### src/rtl/param_register_file.sv
// ---------------------------------------------------------------------------
// param_register_file
//
// Purpose:
//   Parametrised CPU register file with configurable width, depth and number
//   of combinational read ports. After reset (or a soft clear) a sequential
//   sweep writes zero into every entry, one entry per clock, and the file
//   reports ready only once the sweep has finished. A per-register busy
//   scoreboard lets decode mark a destination as pending (reserve) until the
//   multi-cycle producer writes it back.
//
// Optional feature:
//   REGFILE_BYPASS_EN - when defined, a write presented this cycle is
//   forwarded combinationally to any read port addressing the same register.
//   When undefined, reads always return the stored value.
//
// Parameters:
//   DATA_W   - width of each register
//   ADDR_W   - address width, DEPTH = 2**ADDR_W entries
//   NUM_RD   - number of combinational read ports
//   ZERO_REG - when 1, entry 0 reads zero, ignores writes and is never busy
//
// Ports:
//   clk      in   rising-edge clock
//   reset    in   asynchronous active-low reset
//   clr      in   soft-clear request pulse (restarts the zeroing sweep)
//   ready    out  high once the sweep is done and the file is usable
//   we3      in   write enable
//   v_f      in   writeback valid; a write needs we3 & v_f
//   a3       in   write address
//   wd3      in   write data
//   rsv      in   reserve request, marks rsv_addr busy
//   rsv_addr in   register to reserve
//   rd_addr  in   packed read addresses, port i at [i*ADDR_W +: ADDR_W]
//   rd_data  out  packed read data, port i at [i*DATA_W +: DATA_W]
//   rd_busy  out  busy bit of each read port's address
// ---------------------------------------------------------------------------
module param_register_file #(
  parameter int DATA_W   = 32,
  parameter int ADDR_W   = 5,
  parameter int NUM_RD   = 2,
  parameter int ZERO_REG = 1
) (
  input  logic                       clk,
  input  logic                       reset,
  input  logic                       clr,
  output logic                       ready,
  input  logic                       we3,
  input  logic                       v_f,
  input  logic [ADDR_W-1:0]          a3,
  input  logic [DATA_W-1:0]          wd3,
  input  logic                       rsv,
  input  logic [ADDR_W-1:0]          rsv_addr,
  input  logic [NUM_RD*ADDR_W-1:0]   rd_addr,
  output logic [NUM_RD*DATA_W-1:0]   rd_data,
  output logic [NUM_RD-1:0]          rd_busy
);

  localparam int DEPTH = 1 << ADDR_W;
  localparam logic [ADDR_W-1:0] LAST_IDX = ADDR_W'(DEPTH - 1);

  typedef enum logic {
    ST_CLEAR = 1'b0,
    ST_READY = 1'b1
  } state_t;

  state_t              r_state;
  state_t              w_state_nxt;
  logic [ADDR_W-1:0]   r_idx;
  logic [ADDR_W-1:0]   w_idx_nxt;
  logic [DATA_W-1:0]   r_mem [DEPTH];
  logic [DEPTH-1:0]    r_busy;

  logic                w_ready;
  logic                w_a3_zero;
  logic                w_rsv_zero;
  logic                w_wr_req;
  logic                w_rsv_req;
  logic                w_wr_commit;
  logic                w_rsv_commit;

  assign w_ready = (r_state == ST_READY);
  assign ready   = w_ready;

  // Entry 0 is only special when the zero register is enabled.
  assign w_a3_zero  = (ZERO_REG != 0) && (a3 == '0);
  assign w_rsv_zero = (ZERO_REG != 0) && (rsv_addr == '0);

  // A request is "presented" when the file is usable; it only commits when
  // no soft clear lands on the same edge, because clear discards it.
  assign w_wr_req     = we3 & v_f & w_ready & ~w_a3_zero;
  assign w_rsv_req    = rsv & w_ready & ~w_rsv_zero;
  assign w_wr_commit  = w_wr_req & ~clr;
  assign w_rsv_commit = w_rsv_req & ~clr;

  // Sweep/ready state register. Reset always restarts the sweep at entry 0.
  always_ff @(posedge clk or negedge reset) begin
    if (!reset) begin
      r_state <= ST_CLEAR;
      r_idx   <= '0;
    end else begin
      r_state <= w_state_nxt;
      r_idx   <= w_idx_nxt;
    end
  end

  // Next-state logic. The sweep finishes on the edge that zeroes the last
  // entry; the index is not allowed to wrap past it. A clear request in
  // either state restarts the sweep from entry 0.
  always_comb begin
    w_state_nxt = r_state;
    w_idx_nxt   = r_idx;
    unique case (r_state)
      ST_CLEAR: begin
        if (clr) begin
          w_idx_nxt = '0;
        end else if (r_idx == LAST_IDX) begin
          w_state_nxt = ST_READY;
          w_idx_nxt   = '0;
        end else begin
          w_idx_nxt = r_idx + ADDR_W'(1);
        end
      end
      ST_READY: begin
        if (clr) begin
          w_state_nxt = ST_CLEAR;
          w_idx_nxt   = '0;
        end
      end
      default: begin
        w_state_nxt = ST_CLEAR;
        w_idx_nxt   = '0;
      end
    endcase
  end

  // Storage array. It has no reset of its own: the sweep zeroes one entry
  // per clock while in CLEAR, and normal writes only happen in READY.
  always_ff @(posedge clk) begin
    if (r_state == ST_CLEAR) begin
      r_mem[r_idx] <= '0;
    end else if (w_wr_commit) begin
      r_mem[a3] <= wd3;
    end
  end

  // Busy scoreboard. A committed write clears the bit and a reserve sets
  // it; the reserve is applied last so that a new producer reserving the
  // same register on the same edge leaves it busy.
  always_ff @(posedge clk or negedge reset) begin
    if (!reset) begin
      r_busy <= '0;
    end else if (!w_ready || clr) begin
      r_busy <= '0;
    end else begin
      if (w_wr_commit) begin
        r_busy[a3] <= 1'b0;
      end
      if (w_rsv_commit) begin
        r_busy[rsv_addr] <= 1'b1;
      end
    end
  end

  // Read ports. Outputs are held at zero until the sweep is done, and the
  // zero register always reads as zero and never busy.
  for (genvar gi = 0; gi < NUM_RD; gi++) begin : g_rd
    logic [ADDR_W-1:0] w_addr;
    logic [DATA_W-1:0] w_data;
    logic              w_busy;
    logic              w_addr_zero;

    assign w_addr      = rd_addr[gi*ADDR_W +: ADDR_W];
    assign w_addr_zero = (ZERO_REG != 0) && (w_addr == '0);

    always_comb begin
      w_data = '0;
      w_busy = 1'b0;
      if (w_ready && !w_addr_zero) begin
        w_data = r_mem[w_addr];
        w_busy = r_busy[w_addr];
      end
`ifdef REGFILE_BYPASS_EN
      // Forward the data being written this cycle; the port only looks busy
      // if a new reserve for the same register arrives alongside the write.
      if (w_wr_req && (a3 == w_addr)) begin
        w_data = wd3;
        w_busy = w_rsv_req && (rsv_addr == w_addr);
      end
`endif
    end

    assign rd_data[gi*DATA_W +: DATA_W] = w_data;
    assign rd_busy[gi]                  = w_busy;
  end

endmodule

### config.mk
export PLATFORM = sky130hd
export DESIGN_NAME = param_register_file
export DESIGN_NICKNAME = d
export VERILOG_FILES = /design/src/rtl/param_register_file.sv
export SDC_FILE = /design/constraint.sdc
export NUM_CORES = 1
export LEC_CHECK = 0
export ABC_AREA = 1
export BUFFER_PORTS_ARGS = -buffer_cell sky130_fd_sc_hd__buf_2
export CORE_MARGIN = 3
export CORE_UTILIZATION = 35
export DETAILED_ROUTE_END_ITERATION = 7
export MAX_ROUTING_LAYER = met4
export PLACE_DENSITY_LB_ADDON = 0.2
export SLEW_MARGIN = 20
export SYNTH_ARGS = -nofsm -noshare
export SYNTH_HDL_FRONTEND = slang
export SYNTH_SLANG_ARGS = --single-unit
### constraint.sdc
create_clock -name clk -period 4 [get_ports clk]
set_input_delay 0.8 -clock clk [delete_from_list [all_inputs] [get_ports clk]]
set_output_delay 0.8 -clock clk [all_outputs]
set_load 0.01 [all_outputs]
# [After elaboration in Yosys (flattened, before gate mapping)]
# Memory sizes are Yosys's and may differ from the RTL's.
# Index checks and enable logic that the tools add are counted.
[word_totals] ff_bits=38 ramBits=1024 inputBits=58 output_inout_bits=67 mem_count=1
[op_classes] addsub=1 order_cmp=6 n_eq_ne=2 muxes=31 n_bitwise=14 n_reduce_logical=13
[memory_table] memory="r_mem" words=32 word_bits=32 read_ports=2 rd_ports_with_merged_regs=0 wr=1 line="71" source="logic [DATA_W-1:0] r_mem [DEPTH];"
[ops] operator="$mux 32" count=7
[ops] operator="$and 32x32->32" count=1
[ops] operator="$not 32->32" count=1
[ops] operator="$or 32x32->32" count=1
[ops] operator="$reduce_or 32->1" count=1
[ops] operator="$lt 5x6->1 const B" count=4
[ops] operator="$logic_not 5->1" count=4
[ops] operator="$mux 5" count=4
[ops] operator="$mux 1" count=14
[ops] operator="$bmux 1 s5" count=2
[ops] operator="$demux 1 s5" count=2
[ops] operator="$ge 5x1->1 const B" count=2
[ops] operator="$pmux 5 s2" count=1
[ops] operator="$and 1x1->1" count=7
[ops] operator="$add 5x1->5 const B" count=1
[ops] operator="$eq 5x5->1 const B" count=1
[ops] operator="$logic_and 1x1->1" count=4
[ops] operator="$not 1->1" count=4
[ops] operator="$logic_not 1->1" count=3
[ops] operator="$ne 2x2->1 const B" count=1
[ops] operator="$pmux 1 s2" count=1
[ops] operator="$logic_or 1x1->1" count=1

# [Longest topological paths before layout]
# Gate-level depths: netlist of run 1.
[depth] word_depth=11 depth_mapped=13 mapped_depth_nobuf=9

# [Least setup slack after synthesis of run 1]
# No wires, ideal clock.
[synth_path] path_kind="input to register" start="in a3[4]" end="mem r_mem[12][0], enable pin" arrival_time_ns=3.077 required_time_ns=3.579 slack_ns=0.502 path_stages=8 path_buffers=1 path_cell_list="nor3_2 -> nand2_1 -> nand2_4 -> buf_6 -> nand2_1 -> o21ai_2 -> nand3_2 -> nor2_1"
[synth_between] elab_chain_cells=9
[synth_lines] item="start: declaration" line="50" source="input logic [ADDR_W-1:0] a3,"
[synth_lines] item="$logic_not 5->1" line="86" source="assign w_a3_zero = (ZERO_REG != 0) && (a3 == '0);"
[synth_lines] item="$not 1->1" line="91" source="assign w_wr_req = we3 & v_f & w_ready & ~w_a3_zero;"
[synth_lines] item="$and 1x1->1" line="91"
[synth_lines] item="$and 1x1->1" line="93" source="assign w_wr_commit = w_wr_req & ~clr;"
[synth_lines] item="$mux 1" line="142" source="end else if (w_wr_commit) begin"
[synth_lines] item="$mux 1" line="140" source="if (r_state == ST_CLEAR) begin"
[synth_lines] item="$mux 1 (not written as such)" line="143" source="r_mem[a3] <= wd3;"
[synth_lines] item="$reduce_or 32->1 (no line)"
[synth_lines] item="$mux 5 (no line) or $mux 1 (tied branches)"
[synth_lines] item="end: declaration" line="71"
# Several ways; a longest one is shown, not always the timed one.

# [Worst setup path in the final report of run 1]
[layout_path] start="in rd_addr[0]" end="out rd_data[27]"
[layout_between] elab_chain_cells=4
[layout_lines] item="start: declaration" line="54" source="input logic [NUM_RD*ADDR_W-1:0] rd_addr,"
[layout_lines] item="parallel branches: the longest is 3 deep, another holds $mem_v2 32x32"
[layout_lines] item="$mux 32 (*)" line="179" source="if (w_ready && !w_addr_zero) begin"
[layout_lines] item="end: declaration" line="55" source="output logic [NUM_RD*DATA_W-1:0] rd_data,"
# Mark *: on every way between the ends.

==> flow_metrics.py, run 1 <==
metrics = {
    "final_layout": {
        "multi_input_area_um2": 20080,
        "area_delta_synth_final_pct": 15.17,
        "fin_area_um2": 62030,
        "drive_gt1_share_pct": 9.382,
        "mostFrequentLayoutCell": "nand2_1",
        "nets": 6389,
        "layout_common_cells": "nand2_1 (2879), nand3_1 (1132), edfxtp_1 (1024)",
        "seqCellArea_um2": 31700,
        "final_cells": 8458,
        "fill_cells": 14845,
    },
    "clock_tree": {
        "htree_num_levels": 3,
        "clk_pin_slew_ns": 0.06,
        "ctsResizeCount": 0,
        "insertion_delay_ns": 0.76,
        "clock-root-buffer": "clkbuf_16",
        "cts.sinks": 1062,
        "numCtsBuffers": 116,
        "cts_tree": "yes",
        "cts_hold_buf": 0,
        "cts_setup_buffers": 0,
        "max-clock-path-buffers": 3,
    },
    "power": {
        "cellPowerDensity_nw_per_um2": 407.0,
        "max-vdd-ir-drop_mv": 0.3393,
        "power.leakage_nw": 24.71,
    },
    "floorplanning": {
        "fp.dieW_um": 398.3,
        "ioPinCount": 125,
        "core.rowCount": 143,
        "dieArea_um2": 158600,
        "initial_utilization_pct": 35.33,
        "die_h_um": 398.3,
        "core_um2": 152400,
    },
    "logic_synthesis": {
        "yosysWarnings": 0,
        "ys_seq_elements": 1062,
        "ys_top_cells_by_area": "edfxtp_1 (57%), nand2_1 (20%), nand3_1 (11%)",
        "synth.distinct_cells": 31,
        "avgSynthCellArea_um2": 8.560,
        "ys_seq_area_share_pct": 58.86,
        "synth_nets": 6352,
        "synth_cells": 6292,
        "netlist.area_leader.share_pct": 57.09,
        "yosys.area.top_type": "edfxtp_1",
        "syn_area_um2": 53860,
    },
    "timing": {
        "fin_crit_sh_pct": 96.22,
        "worst_slew_pin_slew_ns": 0.9312,
        "fmax_ghz": 0.2598,
        "setup_viol": 0,
        "final_hold_viol_count": 0,
        "max_slew_margin_pct": 37.92,
        "setup-tns-final_ns": 0,
        "whs_ns": 0.2022,
        "rsz0062_at_grt": "false",
        "clock_skew_ns": 0.03064,
        "maxSlewViolCount": 0,
        "period_minus_slack_ns": 3.849,
    },
    "critical_path": {
        "cp.arrival_ns": 3.05,
        "critPathSlowestCell": "a21oi_1",
        "startpoint_type": "input port",
        "path_cells": "buf_8 -> inv_8 -> buf_12 -> buf_12 -> nand2_1 -> nand3_1 -> nand3_1 -> nand3_1 -> nand3_1 -> a21oi_1 -> buf_4 -> buf_2",
        "cpMostUsedCell": "nand3_1",
        "slowest_delay_ns": 0.40,
        "critical-path-top-delay-family": "buffers and inverters",
        "critPathKind": "in2out",
        "cp_max_fo": 36,
        "crit_path_end_kind": "output port",
        "required_ns": 3.20,
        "path_buf_inv": 6,
    },
    "flow_run": {
        "drv_cap": 0,
    },
    "global_route": {
        "antenna_found_initial": 0,
        "grt-ovfl-total": 0,
        "grt_pass1_wl_um": 312800,
        "grt_usage_pct": 27.72,
        "grt_pass1_vias": 44288,
        "grtUsageMet1_pct": 37.60,
        "grt_start_max_net_pins": 140,
        "grt_use_met3_pct": 4.076,
        "grtUsageMet2_pct": 41.63,
        "top_usage_layer": "met2",
    },
    "placed_design": {
        "post_dp_cell_area_um2": 58250,
        "dp_hpwl_um": 120300,
        "gp_congestion": 0.8588,
        "place_inst": 8241,
        "io_buffers": 124,
    },
    "route": {
        "num_vias": 47665,
        "routedWlPerCell_um": 25.78,
        "drc": 0,
        "drtPass1Iterations": 6,
        "ant_nets": 0,
        "routed_wl_um": 218100,
        "drt-initial-drc-count": 6607,
        "via_per_inst": 5.635,
    },
    "status": {
        "outcome": "complete, no violations",
    },
    "worst_hold_path": {
        "hp-class": "in2async",
    },
}
==> logic make-up after synthesis <==
group	Yosys count	share of synthesized area, %
xor+xnor	2	0.03253
flops	1062	58.86
simple gates	4191	32.00
fa+ha+maj	2	0.04646
compound gates	482	4.542
buf+inv	553	4.519
==> state kept, by name (all words and copies together), names as in the netlist <==
signal,count
r_busy,32
ready,1
r_mem,1024
r_idx,5
==> path summary, 6_finish.rpt <==
path	from	endpoint	slack, ns	depth (start not counted)
worst max-delay path	rd_addr[0]	rd_data[27]	0.15	12
worst min-delay path	reset	r_idx[3]$_DFFE_PN0N_	0.20	1
worst max register to register	ready$_DFF_PN0_	r_mem[22][28]$_DFFE_PP_	0.91	8
worst min register to register	r_busy[0]$_DFF_PN0_	r_busy[0]$_DFF_PN0_	0.52	2
max in group asynchronous	reset	r_busy[12]$_DFF_PN0_	3.21	1
min in group clk	clr	ready$_DFF_PN0_	0.24	2
==> synthesized netlist by cell type <==
cell and count:
o21ai_2 6, nand4_1 6, nand2_2 1, o22ai_1 2
buf_1 31, o21ai_1 2, nand2_4 1, inv_1 107
nand3_1 1132, o2111ai_1 1, dfrtp_1 38, nor2_4 1
nor3_2 1, a21oi_1 360, buf_6 1, o21ai_0 109
inv_2 5, nor3_1 15, ha_1 2, clkbuf_1 151
nand3_2 4, buf_2 241, nor2_1 145, buf_4 13
nor2_2 2, xnor2_1 1, clkinv_1 4, edfxtp_1 1024
xor2_1 1, o31ai_1 2, nand2_1 2883
==> worst reg2reg max path, cell delays in order (launching register included) <==
cell and delay [ns]:
dfrtp_1 0.32, buf_4 0.22, nand2_2 0.10, nor2_4 0.16
nand2_4 0.17, o21ai_1 0.30, nand3_2 0.46, nor2_4 0.67
buf_4 0.35
==> metal layers <==
| layer | part of all wire [%] | wire (um) | vias to the layer above |
|---|---|---|---|
| met5 | 0 | 0 | - |
| met1 | 41 | 89900 | 23134 |
| met3 | 9.7 | 21240 | 512 |
| li1 | - | - | 21285 |
| met2 | 44 | 97040 | 2734 |
| met4 | 4.5 | 9887 | 0 |
==> power by group <==
group / switching, W / internal (W) / leakage [nW]
registers: 0.0000456 / 0.0121 / 11.8
clock network: 0.00464 / 0.00621 / 1.84
logic: 0.00165 / 0.000558 / 11.0
==> final cells by class <==
class | count | share of cell area (%)
Inverter | 116 | 0.7625
Clock buffer | 147 | 5.049
Clock inverter | 69 | 1.021
Antenna cell | 1 | 0.004034
Tap cell | 2030 | 4.095
Multi-Input combinational cell | 4677 | 32.38
Sequential cell | 1062 | 51.11
Timing Repair Buffer | 356 | 5.584
==> through the flow <==
| stage | total power (W) | worst slack, ns | util [%] |
|---|---|---|---|
| 5_1_grt | 0.02594 | 0.01878 | 40.69 |
| 3_3_place_gp | 0.01457 | 0.2431 | 38.20 |
| 2_1_floorplan | 0.01361 | 0.5022 | - |
| 4_1_cts | 0.02532 | 0.1860 | 40.68 |
| 6_report | 0.02525 | 0.1512 | 40.69 |
| 3_5_place_dp | 0.01458 | 0.1928 | 38.21 |
Note: power is estimated with default switching activity, not from simulation.
==> run 2, diff against run 1 <==
Settings changed: BUFFER_PORTS_ARGS -buffer_cell sky130_fd_sc_hd__buf_2 to -buffer_cell sky130_fd_sc_hd__clkbuf_2, CORE_ASPECT_RATIO set to 1.75, PLACE_DENSITY_LB_ADDON 0.2 to unset.
==> run 2 against run 1 <==
Against the previous run:
- final area down 0.50%
- global-route usage is 1.6 points lower
- sequential share of layout area grew 0.26 points
- die area increased by 0.12%
- routed wire length down 4.5%
- clock skew is 0.0086 ns lower
- power decreased by 3.0%
- critical endpoint is now rd_data[53]
- sequential power barely moved
- non-clock buffer count grew 21
- register-to-register slack worse by 0.27 ns
- combinational power barely moved
- largest power group unchanged
- clock-buffer cell count fell by 24
==> flow_metrics.py, run 2 (synthesis results as in run 1) <==
metrics = {
    "global_route": {
        "grt_usage_pct": 26.17,
        "grtUsageMet1_pct": 31.23,
        "antenna_found_initial": 3,
        "grt_start_max_net_pins": 110,
        "grtUsageMet2_pct": 41.61,
        "top_usage_layer": "met2",
        "grt_pass1_vias": 46356,
        "grt_use_met3_pct": 4.648,
        "grt-ovfl-total": 0,
        "grt_pass1_wl_um": 300600,
    },
    "route": {
        "routed_wl_um": 208200,
        "drtPass1Iterations": 8,
        "drc": 0,
        "drt-initial-drc-count": 5801,
        "ant_nets": 0,
        "num_vias": 48209,
        "routedWlPerCell_um": 24.73,
        "via_per_inst": 5.725,
    },
    "critical_path": {
        "required_ns": 3.20,
        "cp.arrival_ns": 3.01,
        "crit_path_end_kind": "output port",
        "critPathKind": "in2out",
        "cp_max_fo": 26,
        "startpoint_type": "input port",
    },
    "worst_hold_path": {
        "hp-class": "in2async",
    },
    "placed_design": {
        "gp_congestion": 0.8907,
        "io_buffers": 124,
        "dp_hpwl_um": 122700,
    },
    "timing": {
        "max_slew_margin_pct": 34.76,
        "whs_ns": 0.2199,
        "period_minus_slack_ns": 3.813,
        "setup_viol": 0,
        "fin_crit_sh_pct": 95.32,
        "rsz0062_at_grt": "false",
        "final_hold_viol_count": 0,
        "maxSlewViolCount": 0,
        "fmax_ghz": 0.2623,
        "worst_slew_pin_slew_ns": 0.9786,
        "clock_skew_ns": 0.02207,
        "setup-tns-final_ns": 0,
    },
    "power": {
        "clkPwrFrac_pct": 41.3,
        "max-vdd-ir-drop_mv": 0.3709,
        "power_frac_comb_pct": 9.0,
        "power.leakage_nw": 24.56,
        "swShare_pct": 24.71,
        "seqPwrFrac_pct": 49.8,
        "internal-power_w": 0.01843,
        "cellPowerDensity_nw_per_um2": 396.7,
        "p_switching_w": 0.006049,
    },
    "final_layout": {
        "multi_input_area_um2": 20040,
        "largest_register": "r_mem",
        "largest_reg_flops": 1024,
        "mostFrequentLayoutCell": "nand2_1",
        "drive_gt1_share_pct": 9.323,
        "layout_common_cells": "nand2_1 (2879), nand3_1 (1132), edfxtp_1 (1024)",
        "nets": 6393,
        "area_delta_synth_final_pct": 14.59,
        "seqCellArea_um2": 31700,
        "top_regs": "r_mem x1024, r_busy x32, r_idx x5",
        "fill_cells": 14873,
    },
    "status": {
        "outcome": "complete, no violations",
    },
    "clock_tree": {
        "cts_setup_buffers": 0,
        "insertion_delay_ns": 0.73,
        "cts_hold_buf": 0,
        "clk_pin_slew_ns": 0.06,
        "max-clock-path-buffers": 3,
        "numCtsBuffers": 99,
        "ctsResizeCount": 0,
        "clock-root-buffer": "clkbuf_16",
        "htree_num_levels": 3,
        "cts_tree": "yes",
        "cts.sinks": 1062,
    },
    "floorplanning": {
        "ioPinCount": 125,
        "initial_utilization_pct": 35.37,
        "dieArea_um2": 158800,
        "fp.dieW_um": 302.5,
        "die_h_um": 524.9,
        "core_um2": 152300,
        "core.rowCount": 189,
    },
    "flow_run": {
        "drv_cap": 0,
    },
}
run 2: cell types whose count changed in the layout (fill, tap and decap cells not counted), moves of 12 or more:
cell | before | now
clkinv_1 | 32 | 17
clkbuf_16 | 118 | 102
nor2_1 | 90 | 102
buf_2 | 116 | 2
clkbuf_2 | 0 | 114
buf_4 | 150 | 171
run 2: area by class of cell:
cell class / instances / area share, %
Antenna cell: 2 / 0.008109
Clock buffer: 123 / 4.328
Clock inverter: 59 / 1.143
Inverter: 116 / 0.7582
Multi-Input combinational cell: 4677 / 32.47
Sequential cell: 1062 / 51.36
Tap cell: 2005 / 4.065
Timing Repair Buffer: 377 / 5.867
run 2: worst max-delay path, cell delays in order:
cell	delay, ns
buf_6	0.30
nand2_2	0.13
buf_4	0.31
buf_4	0.29
a21oi_1	0.14
nor2_1	0.06
nand2_1	0.05
nand3_1	0.07
a21oi_1	0.47
buf_4	0.20
clkbuf_2	0.13
run 2: routing by layer:
layer	routed length, um	share of wire (%)
met4	13380	6.4
met1	75790	36
met3	20800	10
met2	98240	47
met5	0	0
run 2: worst paths after layout:
path | startpoint | endpoint | slack, ns | cells past startpoint
min in group clk | clr | ready$_DFF_PN0_ | 0.28 | 2
hold / removal | reset | r_busy[16]$_DFF_PN0_ | 0.22 | 1
setup reg to reg | ready$_DFF_PN0_ | r_mem[25][19]$_DFFE_PP_ | 0.64 | 7
setup / recovery | rd_addr[6] | rd_data[53] | 0.19 | 11
max in group asynchronous | reset | r_idx[0]$_DFFE_PN0N_ | 3.15 | 1
hold reg to reg | r_busy[0]$_DFF_PN0_ | r_busy[0]$_DFF_PN0_ | 0.52 | 2
run 2: power by group through the flow:
stage | clock [W] | sequential [W] | combinational [W]
finish | 0.0101 | 0.0122 | 0.00219
CTS | 0.0102 | 0.0122 | 0.00214
global placement | 0 | 0.0124 | 0.00213
detailed placement | 0 | 0.0124 | 0.00214
floorplan | 0 | 0.0124 | 0.00119
global route | 0.0106 | 0.0122 | 0.00231
run 2: stage by stage:
| step | total power, W | instances | instance area (um^2) | utilization (%) | setup slack, ns |
|---|---|---|---|---|---|
| floorplan | 0.01361 | 6292 | 53860 | - | 0.5022 |
| global placement | 0.01455 | 8237 | 58310 | 38.29 | 0.2472 |
| detailed placement | 0.01456 | 8237 | 58330 | 38.30 | 0.2808 |
| CTS | 0.02451 | 8419 | 61710 | 40.52 | 0.2793 |
| global route | 0.02509 | 8421 | 61720 | 40.53 | 0.1004 |
| finish | 0.02448 | 8421 | 61720 | 40.53 | 0.1871 |
